**src/rtl/ifetch_if_id_if.sv**
```systemverilog
// Blocking I-cache request/response bus between the fetch unit (master)
// and the instruction cache (slave).
interface ifetch_if_id_if;
  logic        icache_req;
  logic [31:0] icache_addr;
  logic        icache_ready;
  logic [31:0] icache_data;

  modport master (
    output icache_req,
    output icache_addr,
    input  icache_ready,
    input  icache_data
  );

  modport slave (
    input  icache_req,
    input  icache_addr,
    output icache_ready,
    output icache_data
  );
endinterface

```
**src/rtl/ifetch_if_id.sv**
```systemverilog
// Instruction fetch unit with one-word skid buffer, redirect handling across
// outstanding misses, and the IF/ID pipeline register with decoded fields.
module ifetch_if_id #(
  parameter logic [31:0] RESET_PC = 32'h0000_0000
) (
  input  logic                  clk,
  input  logic                  rst_n,
  ifetch_if_id_if.master        icache,
  input  logic                  stall,
  input  logic                  flush,
  input  logic [31:0]           redirect_pc,
  output logic                  id_valid,
  output logic [31:0]           id_pc,
  output logic [31:0]           id_inst,
  output logic [4:0]            id_rs,
  output logic [4:0]            id_rt,
  output logic [4:0]            id_rd,
  output logic [15:0]           id_imm16,
  output logic                  id_ext_sel
);

  typedef enum logic [1:0] {
    ST_FETCH      = 2'd0,
    ST_BUF        = 2'd1,
    ST_FLUSH_WAIT = 2'd2
  } state_t;

  localparam logic [5:0] ZEXT_OPS [3] = '{6'h0C, 6'h0D, 6'h0E};

  state_t      state_reg, state_next;
  logic [31:0] pc_reg, pc_next;
  logic [31:0] buf_reg, buf_next;
  logic [31:0] pend_pc_reg, pend_pc_next;
  logic        id_valid_reg, id_valid_next;
  logic [31:0] id_pc_reg, id_inst_reg;
  logic [4:0]  id_rs_reg, id_rt_reg, id_rd_reg;
  logic [15:0] id_imm16_reg;
  logic        id_ext_sel_reg;

  logic        ld_en;
  logic [31:0] ld_pc;
  logic [31:0] ld_inst;
  logic [2:0]  op_hit;
  logic        ld_zext;

  // Extension select is decoded from the word being loaded, not from id_inst.
  genvar gi;
  generate
    for (gi = 0; gi < 3; gi++) begin : g_zext
      assign op_hit[gi] = (ld_inst[31:26] == ZEXT_OPS[gi]);
    end
  endgenerate
  assign ld_zext = |op_hit;

  assign icache.icache_req  = !rst_n || (state_reg == ST_FETCH) || (state_reg == ST_FLUSH_WAIT);
  assign icache.icache_addr = rst_n ? pc_reg : RESET_PC;

  always_comb begin
    state_next    = state_reg;
    pc_next       = pc_reg;
    buf_next      = buf_reg;
    pend_pc_next  = pend_pc_reg;
    id_valid_next = id_valid_reg;
    ld_en         = 1'b0;
    ld_pc         = pc_reg;
    ld_inst       = icache.icache_data;
    case (state_reg)
      ST_FETCH: begin
        if (flush) begin
          id_valid_next = 1'b0;
          buf_next      = 32'h0;
          if (icache.icache_ready) begin
            pc_next = redirect_pc;
          end else begin
            // Address must stay put until the cache answers.
            pend_pc_next = redirect_pc;
            state_next   = ST_FLUSH_WAIT;
          end
        end else if (icache.icache_ready) begin
          pc_next = pc_reg + 32'd4;
          if (stall) begin
            buf_next   = icache.icache_data;
            state_next = ST_BUF;
          end else begin
            ld_en         = 1'b1;
            id_valid_next = 1'b1;
          end
        end else if (!stall) begin
          id_valid_next = 1'b0;
        end
      end
      ST_BUF: begin
        if (flush) begin
          id_valid_next = 1'b0;
          buf_next      = 32'h0;
          pc_next       = redirect_pc;
          state_next    = ST_FETCH;
        end else if (!stall) begin
          ld_en         = 1'b1;
          ld_pc         = pc_reg - 32'd4;
          ld_inst       = buf_reg;
          id_valid_next = 1'b1;
          state_next    = ST_FETCH;
        end
      end
      ST_FLUSH_WAIT: begin
        if (flush) begin
          id_valid_next = 1'b0;
          buf_next      = 32'h0;
          if (icache.icache_ready) begin
            pc_next    = redirect_pc;
            state_next = ST_FETCH;
          end else begin
            pend_pc_next = redirect_pc;
          end
        end else if (icache.icache_ready) begin
          pc_next    = pend_pc_reg;
          state_next = ST_FETCH;
        end
      end
      default: begin
        state_next = ST_FETCH;
      end
    endcase
  end

  always_ff @(posedge clk) begin
    if (!rst_n) begin
      state_reg      <= ST_FETCH;
      pc_reg         <= RESET_PC;
      buf_reg        <= 32'h0;
      pend_pc_reg    <= 32'h0;
      id_valid_reg   <= 1'b0;
      id_pc_reg      <= 32'h0;
      id_inst_reg    <= 32'h0;
      id_rs_reg      <= 5'h0;
      id_rt_reg      <= 5'h0;
      id_rd_reg      <= 5'h0;
      id_imm16_reg   <= 16'h0;
      id_ext_sel_reg <= 1'b0;
    end else begin
      state_reg    <= state_next;
      pc_reg       <= pc_next;
      buf_reg      <= buf_next;
      pend_pc_reg  <= pend_pc_next;
      id_valid_reg <= id_valid_next;
      if (ld_en) begin
        id_pc_reg      <= ld_pc;
        id_inst_reg    <= ld_inst;
        id_rs_reg      <= ld_inst[25:21];
        id_rt_reg      <= ld_inst[20:16];
        id_rd_reg      <= ld_inst[15:11];
        id_imm16_reg   <= ld_inst[15:0];
        id_ext_sel_reg <= ld_zext;
      end
    end
  end

  assign id_valid   = id_valid_reg;
  assign id_pc      = id_pc_reg;
  assign id_inst    = id_inst_reg;
  assign id_rs      = id_rs_reg;
  assign id_rt      = id_rt_reg;
  assign id_rd      = id_rd_reg;
  assign id_imm16   = id_imm16_reg;
  assign id_ext_sel = id_ext_sel_reg;

endmodule

```
**src/flat_wrapper.sv**
```systemverilog
// flat-port wrapper written by rule: the top's interface ports become plain ports
module ifetch_if_id_flat 
#(
  parameter logic [31:0] RESET_PC = 32'h0000_0000
)
  (clk, rst_n, stall, flush, redirect_pc, id_valid, id_pc, id_inst, id_rs, id_rt, id_rd, id_imm16, id_ext_sel, icache_icache_req, icache_icache_addr, icache_icache_ready, icache_icache_data);
  ifetch_if_id_if icache_i ();
  input  logic clk;
  input  logic rst_n;
  input  logic stall;
  input  logic flush;
  input  logic [31:0] redirect_pc;
  output logic id_valid;
  output logic [31:0] id_pc;
  output logic [31:0] id_inst;
  output logic [4:0] id_rs;
  output logic [4:0] id_rt;
  output logic [4:0] id_rd;
  output logic [15:0] id_imm16;
  output logic id_ext_sel;
  output wire logic [$bits(icache_i.icache_req)-1:0] icache_icache_req;
  output wire logic [$bits(icache_i.icache_addr)-1:0] icache_icache_addr;
  input wire logic [$bits(icache_i.icache_ready)-1:0] icache_icache_ready;
  input wire logic [$bits(icache_i.icache_data)-1:0] icache_icache_data;
  assign icache_icache_req = icache_i.icache_req;
  assign icache_icache_addr = icache_i.icache_addr;
  assign icache_i.icache_ready = icache_icache_ready;
  assign icache_i.icache_data = icache_icache_data;
  ifetch_if_id #(.RESET_PC(RESET_PC)) u_core (.clk(clk), .rst_n(rst_n), .icache(icache_i), .stall(stall), .flush(flush), .redirect_pc(redirect_pc), .id_valid(id_valid), .id_pc(id_pc), .id_inst(id_inst), .id_rs(id_rs), .id_rt(id_rt), .id_rd(id_rd), .id_imm16(id_imm16), .id_ext_sel(id_ext_sel));
endmodule
```
**config.mk**
```make
export PLATFORM = sky130hd
export DESIGN_NAME = ifetch_if_id_flat
export DESIGN_NICKNAME = d
export VERILOG_FILES = /design/src/rtl/ifetch_if_id_if.sv /design/src/rtl/ifetch_if_id.sv /design/src/flat_wrapper.sv
export SDC_FILE = /design/constraint.sdc
export NUM_CORES = 1
export LEC_CHECK = 0
export CAP_MARGIN = 20
export CORE_MARGIN = 1.5
export CORE_UTILIZATION = 47
export CTS_CLUSTER_DIAMETER = 80
export DETAILED_ROUTE_END_ITERATION = 16
export HOLD_SLACK_MARGIN = 0.02
export PLACE_DENSITY = 0.88
export SYNTH_ARGS = -nofsm -noshare
export SYNTH_HDL_FRONTEND = slang
export SYNTH_SLANG_ARGS = --single-unit
```
**constraint.sdc**
```tcl
create_clock -name clk -period 2 [get_ports clk]
set_input_delay 0.4 -clock clk [delete_from_list [all_inputs] [get_ports clk]]
set_output_delay 0.4 -clock clk [all_outputs]
set_load 0.005 [all_outputs]
```
Yosys cells after proc, flatten, opt, wreduce, memory -nomap -nowiden. Cells that the tools add are included.

$add $sub $neg: 2. Equality and inequality tests: 15. Reductions and logical operators: 14. Bitwise operators: 1. Muxes and demuxes: 38.

Operators with widths (number): $mux 32 (16); $pmux 32 s3 (1); $pmux 32 s2 (1); $add 32x3->32 const B (1); $sub 32x3->32 const B (1); $eq 6x4->1 const B (3); $ne 3x3->1 const B (5); $mux 2 (7); $mux 1 (10); $reduce_and 3->1 (3); $ne 2x2->1 const B (3); $pmux 2 s3 (1); $reduce_and 5->1 (1); $ne 4x4->1 const B (1); $reduce_and 4->1 (1); $reduce_or 2->1 (2); $pmux 1 s3 (1); $reduce_bool 3->1 (1); $reduce_or 3->1 (1); $eq 2x1->1 const B (1); $eq 2x2->1 const B (1); $logic_not 2->1 (1); $logic_or 1x1->1 (2); $ne 2x1->1 const B (1); 4 further kinds (4).

Output and inout port bits: 130. Bits in registers: 195. Word-level logic and storage cells: 82.

Longest topological paths before layout. Gate-level depths: netlist of the first run.

Depth in word-level cells: 5. Depth in mapped cells: 10.

Worst setup path after synthesis of the first run. OpenSTA, ideal clock, no wires.

Kind: register -> register. Start: register u_core.state_reg[1]. End: register u_core.id_pc_reg[29], in the netlist u_core.id_pc[29]. Data required time: 1.880 ns. Arrival: 2.140 ns. Path slack: -0.260 ns. Cell stages (with the launch flop): 9. Setup time: 0.120 ns. Cells stage by stage: dfxtp_1 -> inv_1 -> ha_1 -> clkbuf_1 -> or4b_1 -> nor4_4 -> nand3_1 -> o21a_1 -> o31a_1.

Cells in the longest elaborated chain, start to end: 2.

RTL lines: from (decl) (line ifetch_if_id.sv:30) `state_t state_reg, state_next;`; from (signal assigned) (line ifetch_if_id.sv:142) `state_reg <= state_next;`; $eq 2x1->1 or $logic_not 2->1 (tied branches) (line ifetch_if_id.sv:67) `case (state_reg)`; $pmux 1 s2 or $mux 32 (tied branches) (line ifetch_if_id.sv:67); to (signal assigned) (line ifetch_if_id.sv:148) `id_pc_reg <= ld_pc;`; to (decl) (line ifetch_if_id.sv:35) `logic [31:0] id_pc_reg, id_inst_reg;`.

Several ways; a longest one is shown, not always the timed one. A chain may end at the register's enable or synchronous reset.

Worst setup path after layout of the first run.
Start: register u_core.pc_reg[10]. End: register u_core.id_pc_reg[24], in the netlist u_core.id_pc[24].

Cells in the longest elaborated chain, start to end: 4.

RTL lines: from (decl) (line ifetch_if_id.sv:31) `logic [31:0] pc_reg, pc_next;`; from (signal assigned) (line ifetch_if_id.sv:143) `pc_reg <= pc_next;`; $sub 32x3->32 (line ifetch_if_id.sv:100) `ld_pc = pc_reg - 32'd4;`; $mux 32 (line ifetch_if_id.sv:98) `end else if (!stall) begin`; $mux 32 (line ifetch_if_id.sv:93) `if (flush) begin`; $mux 32 (line ifetch_if_id.sv:67).

No other way between the ends.

==> results of run 1 <==
-- final timing paths --
| kind | endpoint | slack [ns] | cells after the start |
|---|---|---|---|
| min reg2reg | u_core.id_pc[4]$_SDFFE_PN0P_ | 0.45 | 2 |
| max reg2reg | u_core.id_pc[24]$_SDFFE_PN0P_ | -0.07 | 6 |
| min | u_core.id_pc[4]$_SDFFE_PN0P_ | 0.37 | 3 |
| max | u_core.id_pc[24]$_SDFFE_PN0P_ | -0.07 | 6 |
-- layout make-up --
cell class              count  share of cell area
multi-input cells         856               0.409
repair buffers            396               0.273
flip-flops and latches    164               0.244
clock buffers              17              0.0310
well taps                 265              0.0242
clock inverters            15              0.0131
inverters                  17             0.00547
diodes                      1            0.000182
-- repair_timing --
item                       in CTS  in global routing
setup buffers                  16                 11
gates cloned                    0                  0
pin swaps                       9                 21
setup endpoints to repair     108                 65
gates resized for setup        72                 71
hold endpoints to repair        0                  0
-- stage by stage --
step	std cells	setup TNS, ns	hold slack, ns
floorplan	1185	-0.152	0.432
global placement	1673	-11.21	0.438
detailed placement	1673	-17.66	0.443
CTS	1721	-0.0697	0.360
global route	1730	-0.613	0.392
finish	1731	-0.132	0.368
-- logic make-up after synthesis --
group,count (synthesis)
AOI/OAI and AO/OA,338
xor gates and xnor gates,26
adders and majority gates,6
buffers and inverters,165
DFF,164
muxes,66
and+or+nand+nor,420
-- worst register-to-register path, cell delays in order, from the launching register on --
cell and delay, ns:
dfxtp_4 0.36, buf_6 0.11, or4_4 0.47, nor4_4 0.29, nand3_2 0.16, or4_4 0.43
a31oi_1 0.18
-- power breakdown --
group,switching (mW),internal [mW]
clock,1.64,1.69
sequential,0.265,3.54
combinational,1.85,1.76
total,3.76,7.00
-- metal layers --
layer | wire length (um) | track usage | up-vias
met5 | 0 | 0 | -
met4 | 1220 | 0.116 | 0
met3 | 3520 | 0.0861 | 117
met2 | 15700 | 0.496 | 661
met1 | 14300 | 0.436 | 4943
li1 | - | - | 4811
-- cells in the final DEF (no fill, tap or decap), types with 17 or more instances in the layout --
master / n
and2_1: 26
mux2i_1: 54
clkbuf_16: 17
nand4_1: 17
buf_6: 18
a22oi_1: 44
a21oi_1: 88
dfxtp_1: 134
dfxtp_2: 17
buf_4: 162
nand3_1: 24
clkdlybuf4s50_1: 179
a211oi_1: 47
nand2_1: 126
o21ai_0: 48
nor2_1: 125
==> summary.txt, run 1 <==
Peak VDD IR = 0.662 mV
Layout fillers = 1441
clock slew at reported path FFs = 0.07 ns
Finished Core Util = 0.703
Syn Area/Cell = 7.91 um2
largest net degree at the start of global routing = 74
total power = 10.8 mW
Final WS setup = -0.0651 ns
Post-synth EDFFs = 0
Final Cycle Share = 1.03
HP Class = primary input to flop
Synth async-reset ratio = 0
ys flop type = dfxtp_1
via/cell ratio = 6.08
Synth Net Count = 1260
wire per inst = 20.1 um
Clock Skews = 0.00711 ns
Die Area = 20800 um2
Core Box Area = 19500 um2
Num CTS Buffers = 17
vias in the first global route = 9715
DRC Markers = 0
failing checks = setup timing
synth unique cells = 82
Synth top area share = 0.350
clk sinks = 164
worst setup path start = u_core.pc_reg[10]$_SDFFE_PN0P_
Compound-Gate Fraction of Synth Area = 0.241
Worst R2R Start = u_core.pc_reg[10]$_SDFFE_PN0P_
sequential fraction of the synthesis area = 0.350
post-synthesis register bit count = 164
largest family of logic cells by synthesized area = compound AO/OA/AOI/OAI gates
DRT iter0 DRCs = 1254
hold buffer count at cts = 0
gr usage total = 0.323
Die W = 144 um
initial antenna violation count = 0
first-pass GRT wire length = 52200 um
dpl ws = -0.364 ns
area of the multi-input gates = 5610 um2
most used cell, CP = or4_4
# port buffers = 198
critical path class = flop to flop
drt pass-1 iters = 6
Crit path max-delay family = simple AND/OR/NAND/NOR gates
mux contribution to synthesized area = 0.0721
layout cells sized above 1 = 0.238
post-synth top area cell = dfxtp_1
Post-Syn Area = 9380 um2
latest clock arrival within the worst-skew pair = 0.44 ns
placed inst area = 12500 um2
Slew HR = 0.466
Reg area = 3350 um2
YS warnings = 0
Rows = 51
Max FO, Critical Path = 4
final net count = 1527
Synth Area in Simple Gates = 0.222
design area = 13700 um2
clk root buf = clkbuf_16
XOR/XNOR Fraction of Synth Area = 0.0243
Routed WL = 34700 um
CP max stage cell = or4_4
outcome = complete, but fails checks
via count = 10532
total gr overflow = 0
Fin. Hold Viols = 0
WP data required = 2.37 ns
most common cell in the netlist = dfxtp_1
hold path startpoint = rst_n
crit path buf inv count = 1
Critical Path End Type = flop
P&R area growth vs syn = 46.4%
DRT antenna net count = 0
count of final max-slew check failures = 0
Max-Cap Viols = 0
Final min period = 2.07 ns
Initial Util = 0.480
Worst Setup Start Kind = flop
GP Congestion = 0.947
Vert. Die Dim = 144 um
Max Clk Rate = 484 MHz
Critical Path, Cell by Cell = buf_6 -> or4_4 -> nor4_4 -> nand3_2 -> or4_4 -> a31oi_1
I/O pins = 199
Longest Clk Path Bufs = 2
Cell Pwr Density = 784 nW/um2
area share of fa/ha/maj cells after synthesis = 0.00801
detailed placement HPWL = 24200 um
CP arrival = 2.44 ns
max incr delay on CP = 0.47 ns
top post-synthesis cells by count = 164 x dfxtp_1, 128 x nor2_1, 126 x nand2_1, 93 x clkbuf_1, 88 x a21oi_1
H-tree depth = 4
TritonCTS clock tree = built
final setup vio count = 4
Syn Inst Count = 1185
Tightest Pin Transition = 0.801 ns
P_leak = 5.31 nW
cells taking the most area after synthesis = dfxtp_1 35%, mux2i_1 5.8%, nor2_1 5.1%
RSZ-0062 raised after global routing = true
Note: power is estimated with default switching activity, not from simulation.
==> run 2, diff against run 1 <==
--- a/config.mk
+++ b/config.mk
@@ -7,11 +7,11 @@
 export LEC_CHECK = 0
 export CAP_MARGIN = 20
 export CORE_MARGIN = 1.5
-export CORE_UTILIZATION = 47
+export CORE_UTILIZATION = 56
 export CTS_CLUSTER_DIAMETER = 80
 export DETAILED_ROUTE_END_ITERATION = 16
 export HOLD_SLACK_MARGIN = 0.02
-export PLACE_DENSITY = 0.88
+export PLACE_DENSITY = 0.95
 export SYNTH_ARGS = -nofsm -noshare
 export SYNTH_HDL_FRONTEND = slang
 export SYNTH_SLANG_ARGS = --single-unit
==> constraint.sdc (replaced) <==
create_clock -name clk -period 2.66 [get_ports clk]
set_input_delay 0.532 -clock clk [delete_from_list [all_inputs] [get_ports clk]]
set_output_delay 0.532 -clock clk [all_outputs]
set_load 0.005 [all_outputs]
==> summary.txt, run 2 (same netlist as run 1, synthesis figures left out) <==
worst setup path start = u_core.state_reg[1]$_SDFFE_PN0P_
Longest Clk Path Bufs = 2
r2r setup slk = 0.04 ns
postcts setup bufs = 0
layout cells sized above 1 = 0.111
latest clock arrival within the worst-skew pair = 0.44 ns
Die W = 132 um
GP Congestion = 1.02
first-pass GRT wire length = 50800 um
H-tree depth = 4
clock slew at reported path FFs = 0.07 ns
I/O pins = 199
total power = 7.71 mW
wire per inst = 20.8 um
Fin. Hold Viols = 0
placed inst area = 11500 um2
DRT antenna net count = 0
Core Box Area = 16500 um2
commonest cells after routing, fill and taps aside = 195 x clkdlybuf4s50_1, 164 x dfxtp_1, 126 x nor2_1, 126 x nand2_1, 88 x a21oi_1
Finished Core Util = 0.740
# port buffers = 198
DRC Markers = 0
Max Clk Rate = 381 MHz
P_leak = 4.36 nW
CP arrival = 2.95 ns
gr usage total = 0.359
vias in the first global route = 9505
Initial Util = 0.569
TritonCTS clock tree = built
via/cell ratio = 6.65
Final Cycle Share = 0.986
Routed WL = 32400 um
P&R area growth vs syn = 30.0%
FF-to-FF End = u_core.pc_reg[6]$_SDFFE_PN0P_
Final min period = 2.62 ns
Slew HR = 0.495
hold_ws = 0.455 ns
WP data required = 2.99 ns
count of final max-slew check failures = 0
total gr overflow = 0
Die Area = 17500 um2
Cell Pwr Density = 633 nW/um2
HP Class = flop to flop
Tightest Pin Transition = 0.750 ns
Max FO, Critical Path = 13
DRT iter0 DRCs = 1744
R2R cell count = 7
initial antenna violation count = 2
via count = 10373
clk sinks = 164
design area = 12200 um2
detailed placement HPWL = 21700 um
Vert. Die Dim = 132 um
Num CTS Buffers = 17
largest net degree at the start of global routing = 52
Rows = 47
drt pass-1 iters = 6
Critical Path End Type = flop
critical path class = flop to flop
Clock Skews = 0.0123 ns
Max-Cap Viols = 0
Worst Setup Start Kind = flop
commonest non-fill, non-tap cell in the layout = clkdlybuf4s50_1
outcome = finished, final reports clean
final net count = 1399
Peak VDD IR = 0.488 mV
Worst R2R Start = u_core.state_reg[1]$_SDFFE_PN0P_
final setup vio count = 0
clk root buf = clkbuf_16
Setup crit end = u_core.pc_reg[6]$_SDFFE_PN0P_
Layout fillers = 1126
-- run 2: changes by cell type in the layout (fill, tap and decap cells not counted), moves of 5 or more --
cell | before | now
buf_4 | 162 | 65
dfxtp_1 | 134 | 164
buf_6 | 18 | 0
dfxtp_2 | 17 | 0
clkdlybuf4s50_1 | 179 | 195
dfxtp_4 | 13 | 0
buf_12 | 16 | 5
dlymetal6s2s_1 | 8 | 0
dlygate4sd2_1 | 7 | 0
inv_1 | 9 | 15
o21ai_0 | 48 | 54
nor4_1 | 5 | 10
o21ai_1 | 6 | 1
-- run 2: critical path, cell delays in order (launching register included) --
cell	delay, ns
dfxtp_1	0.42
inv_1	0.11
ha_1	0.59
nor2b_1	0.22
o21ai_0	0.13
a221oi_1	0.62
a21oi_1	0.16
o221a_2	0.26
-- run 2: final cells by class --
cell class | instances | area, um2 | share of cell area
Multi-Input combinational cell | 856 | 5360 | 0.440
Sequential cell | 164 | 3280 | 0.269
Timing Repair Buffer | 268 | 2550 | 0.210
Clock buffer | 17 | 425 | 0.0349
Tap cell | 220 | 275 | 0.0226
Clock inverter | 15 | 213 | 0.0174
Inverter | 17 | 70.1 | 0.00575
Antenna cell | 2 | 5.00 | 0.000411
-- run 2: timing repair --
item / in CTS / in global routing
pin swaps: 0 / 0
hold buffers: 0 / 0
endpoints found under the setup margin: 1 / 5
gates resized for setup: 1 / 2
-- run 2: per-layer routing --
metal,GRT usage,part of all wire,up-vias
met5,0,0,-
met4,0.187,0.048,0
met3,0.0807,0.12,165
met2,0.558,0.45,865
met1,0.466,0.38,4790
li1,-,-,4553
-- run 2: worst min path at each step --
| stage | start | endpoint | slack, ns | cells past startpoint |
|---|---|---|---|---|
| after detailed placement | u_core.pend_pc_reg[4]$_SDFFE_PN0P_ | u_core.pend_pc_reg[4]$_SDFFE_PN0P_ | 0.45 | 2 |
| after global placement | u_core.pend_pc_reg[12]$_SDFFE_PN0P_ | u_core.pend_pc_reg[12]$_SDFFE_PN0P_ | 0.44 | 2 |
| after global routing | u_core.pend_pc_reg[19]$_SDFFE_PN0P_ | u_core.pend_pc_reg[19]$_SDFFE_PN0P_ | 0.47 | 2 |
| final | u_core.pend_pc_reg[10]$_SDFFE_PN0P_ | u_core.pend_pc_reg[10]$_SDFFE_PN0P_ | 0.46 | 2 |
| after floorplan | u_core.pend_pc_reg[3]$_SDFFE_PN0P_ | u_core.pend_pc_reg[3]$_SDFFE_PN0P_ | 0.43 | 2 |
| after CTS | u_core.pend_pc_reg[4]$_SDFFE_PN0P_ | u_core.pend_pc_reg[4]$_SDFFE_PN0P_ | 0.46 | 2 |
-- run 2: power by group --
part           internal [mW]  total [mW]  switching, mW
sequential              2.64        2.90          0.255
clock                   1.53        2.68           1.16
combinational          0.955        2.13           1.17
-- run 2: stage by stage --
step           setup TNS [ns]  cells  setup WS, ns
2_1_floorplan               0   1185         0.400
3_3_place_gp                0   1525         0.214
3_5_place_dp                0   1525         0.160
4_1_cts                     0   1557        0.0607
5_1_grt               -0.0339   1558       -0.0244
6_report                    0   1559        0.0385
==> run 3, diff against run 2 <==
--- a/config.mk
+++ b/config.mk
@@ -5,13 +5,12 @@
 export SDC_FILE = /design/constraint.sdc
 export NUM_CORES = 1
 export LEC_CHECK = 0
-export CAP_MARGIN = 20
 export CORE_MARGIN = 1.5
-export CORE_UTILIZATION = 56
+export CORE_UTILIZATION = 45
 export CTS_CLUSTER_DIAMETER = 80
 export DETAILED_ROUTE_END_ITERATION = 16
 export HOLD_SLACK_MARGIN = 0.02
-export PLACE_DENSITY = 0.95
+export PLACE_DENSITY = 0.82
 export SYNTH_ARGS = -nofsm -noshare
 export SYNTH_HDL_FRONTEND = slang
 export SYNTH_SLANG_ARGS = --single-unit
==> summary.txt, run 3 (same netlist as run 1, synthesis figures left out) <==
outcome = finished, final reports clean
first-pass GRT wire length = 48900 um
Max-Cap Viols = 0
Final Cycle Share = 0.917
wire per inst = 19.3 um
CP arrival = 1.91 ns
Die W = 147 um
Final min period = 2.44 ns
layout cells sized above 1 = 0.118
vias in the first global route = 9100
crit path buf inv count = 2
drt pass-1 iters = 5
# port buffers = 198
Die Area = 21700 um2
Clock Skews = 0.0106 ns
Max FO, Critical Path = 5
P&R area growth vs syn = 31.1%
Worst Setup Start Kind = flop
latest clock arrival within the worst-skew pair = 0.45 ns
GP Congestion = 0.966
diode count = 0
Core Box Area = 20400 um2
final net count = 1405
Critical Path End Type = output port
Fin Setup TNS = 0 ns
Max Clk Rate = 410 MHz
largest net degree at the start of global routing = 52
via/cell ratio = 6.07
Finished Core Util = 0.603
commonest cells after routing, fill and taps aside = 195 x clkdlybuf4s50_1, 164 x dfxtp_1, 126 x nor2_1, 126 x nand2_1, 88 x a21oi_1
postcts setup bufs = 0
H-tree depth = 4
clock slew at reported path FFs = 0.08 ns
Peak VDD IR = 0.428 mV
Tightest Pin Transition = 0.602 ns
Vert. Die Dim = 147 um
initial antenna violation count = 1
DRT iter0 DRCs = 961
DRC Markers = 0
Routed WL = 31200 um
Crit path max-delay family = buffers and inverters
WP data required = 2.13 ns
final setup vio count = 0
max incr delay on CP = 0.46 ns
final cell count without fillers = 1613
clk root buf = clkbuf_16
HP Class = flop to flop
CP max stage cell = clkdlybuf4s50_1
DRT antenna net count = 0
Rows = 52
Cell Pwr Density = 610 nW/um2
Num CTS Buffers = 17
via count = 9786
critical path class = flop to output port
Slew HR = 0.597
RSZ-0062 raised after global routing = false
clk sinks = 164
Placed Cells incl. Taps = 1581
commonest non-fill, non-tap cell in the layout = clkdlybuf4s50_1
gr usage total = 0.282
I/O pins = 199
Initial Util = 0.460
Critical Path, Cell by Cell = inv_1 -> ha_1 -> nor2_4 -> nand2_1 -> clkdlybuf4s50_1
count of final max-slew check failures = 0
Longest Clk Path Bufs = 2
P_leak = 4.38 nW
Fin. Hold Viols = 0
TritonCTS clock tree = built
detailed placement HPWL = 22400 um
total power = 7.50 mW
total gr overflow = 0
-- run 3: cell count changes in the layout (fill, tap and decap cells not counted), sizes merged --
| cell | delta |
|---|---|
| inv | -2 |
| bufinv | -3 |
| clkinvlp | +1 |
| clkinv | +4 |
| diode | -2 |
| buf | +6 |
-- run 3: area by class of cell --
| type | instances | area (um2) |
|---|---|---|
| timing repair buffer | 274 | 2610 |
| multi-input combinational | 856 | 5380 |
| clock buffer | 17 | 425 |
| tap | 270 | 338 |
| fill | 1772 | 8080 |
| clock inverter | 15 | 184 |
| inverter | 17 | 70.1 |
| sequential | 164 | 3280 |
-- run 3: final timing paths --
check	startpoint	endpoint	slack [ns]	depth (start not counted)
worst max register to register	u_core.state_reg[1]$_SDFFE_PN0P_	u_core.pc_reg[15]$_SDFFE_PN0P_	0.24	8
worst min register to register	u_core.pend_pc_reg[29]$_SDFFE_PN0P_	u_core.pend_pc_reg[29]$_SDFFE_PN0P_	0.46	2
worst max-delay path	u_core.state_reg[0]$_SDFFE_PN0P_	icache_icache_req	0.22	5
worst min-delay path	u_core.pend_pc_reg[29]$_SDFFE_PN0P_	u_core.pend_pc_reg[29]$_SDFFE_PN0P_	0.46	2
-- run 3: worst register-to-register path: stages (launching register included) --
cell	delay [ns]
dfxtp_1	0.40
inv_1	0.09
ha_2	0.49
clkinvlp_4	0.24
buf_4	0.21
a221o_1	0.28
o21ai_0	0.29
o211ai_1	0.15
o2111a_1	0.17
-- run 3: repair_timing --
item,CTS,global route
endpoints found under the setup margin,1,3
hold buffers,0,0
resized for setup,1,5
-- run 3: routing by layer --
layer / share of wire / GRT usage
met5: 0 / 0
met4: 0.028 / 0.106
met1: 0.42 / 0.389
met2: 0.44 / 0.421
met3: 0.11 / 0.0752
-- run 3: power breakdown --
part	switching [mW]	internal, mW
Clock	1.23	1.27
Combinational	1.14	0.971
Sequential	0.241	2.64
Total	2.61	4.89
-- run 3: stage by stage --
| step | setup WS, ns | hold WS (ns) | cell area [um2] |
|---|---|---|---|
| global placement | 0.160 | 0.439 | 11700 |
| floorplan | 0.400 | 0.432 | 9380 |
| finish | 0.220 | 0.456 | 12300 |
| detailed placement | 0.125 | 0.446 | 11700 |
| global route | 0.0654 | 0.481 | 12300 |
| CTS | 0.0776 | 0.456 | 12300 |
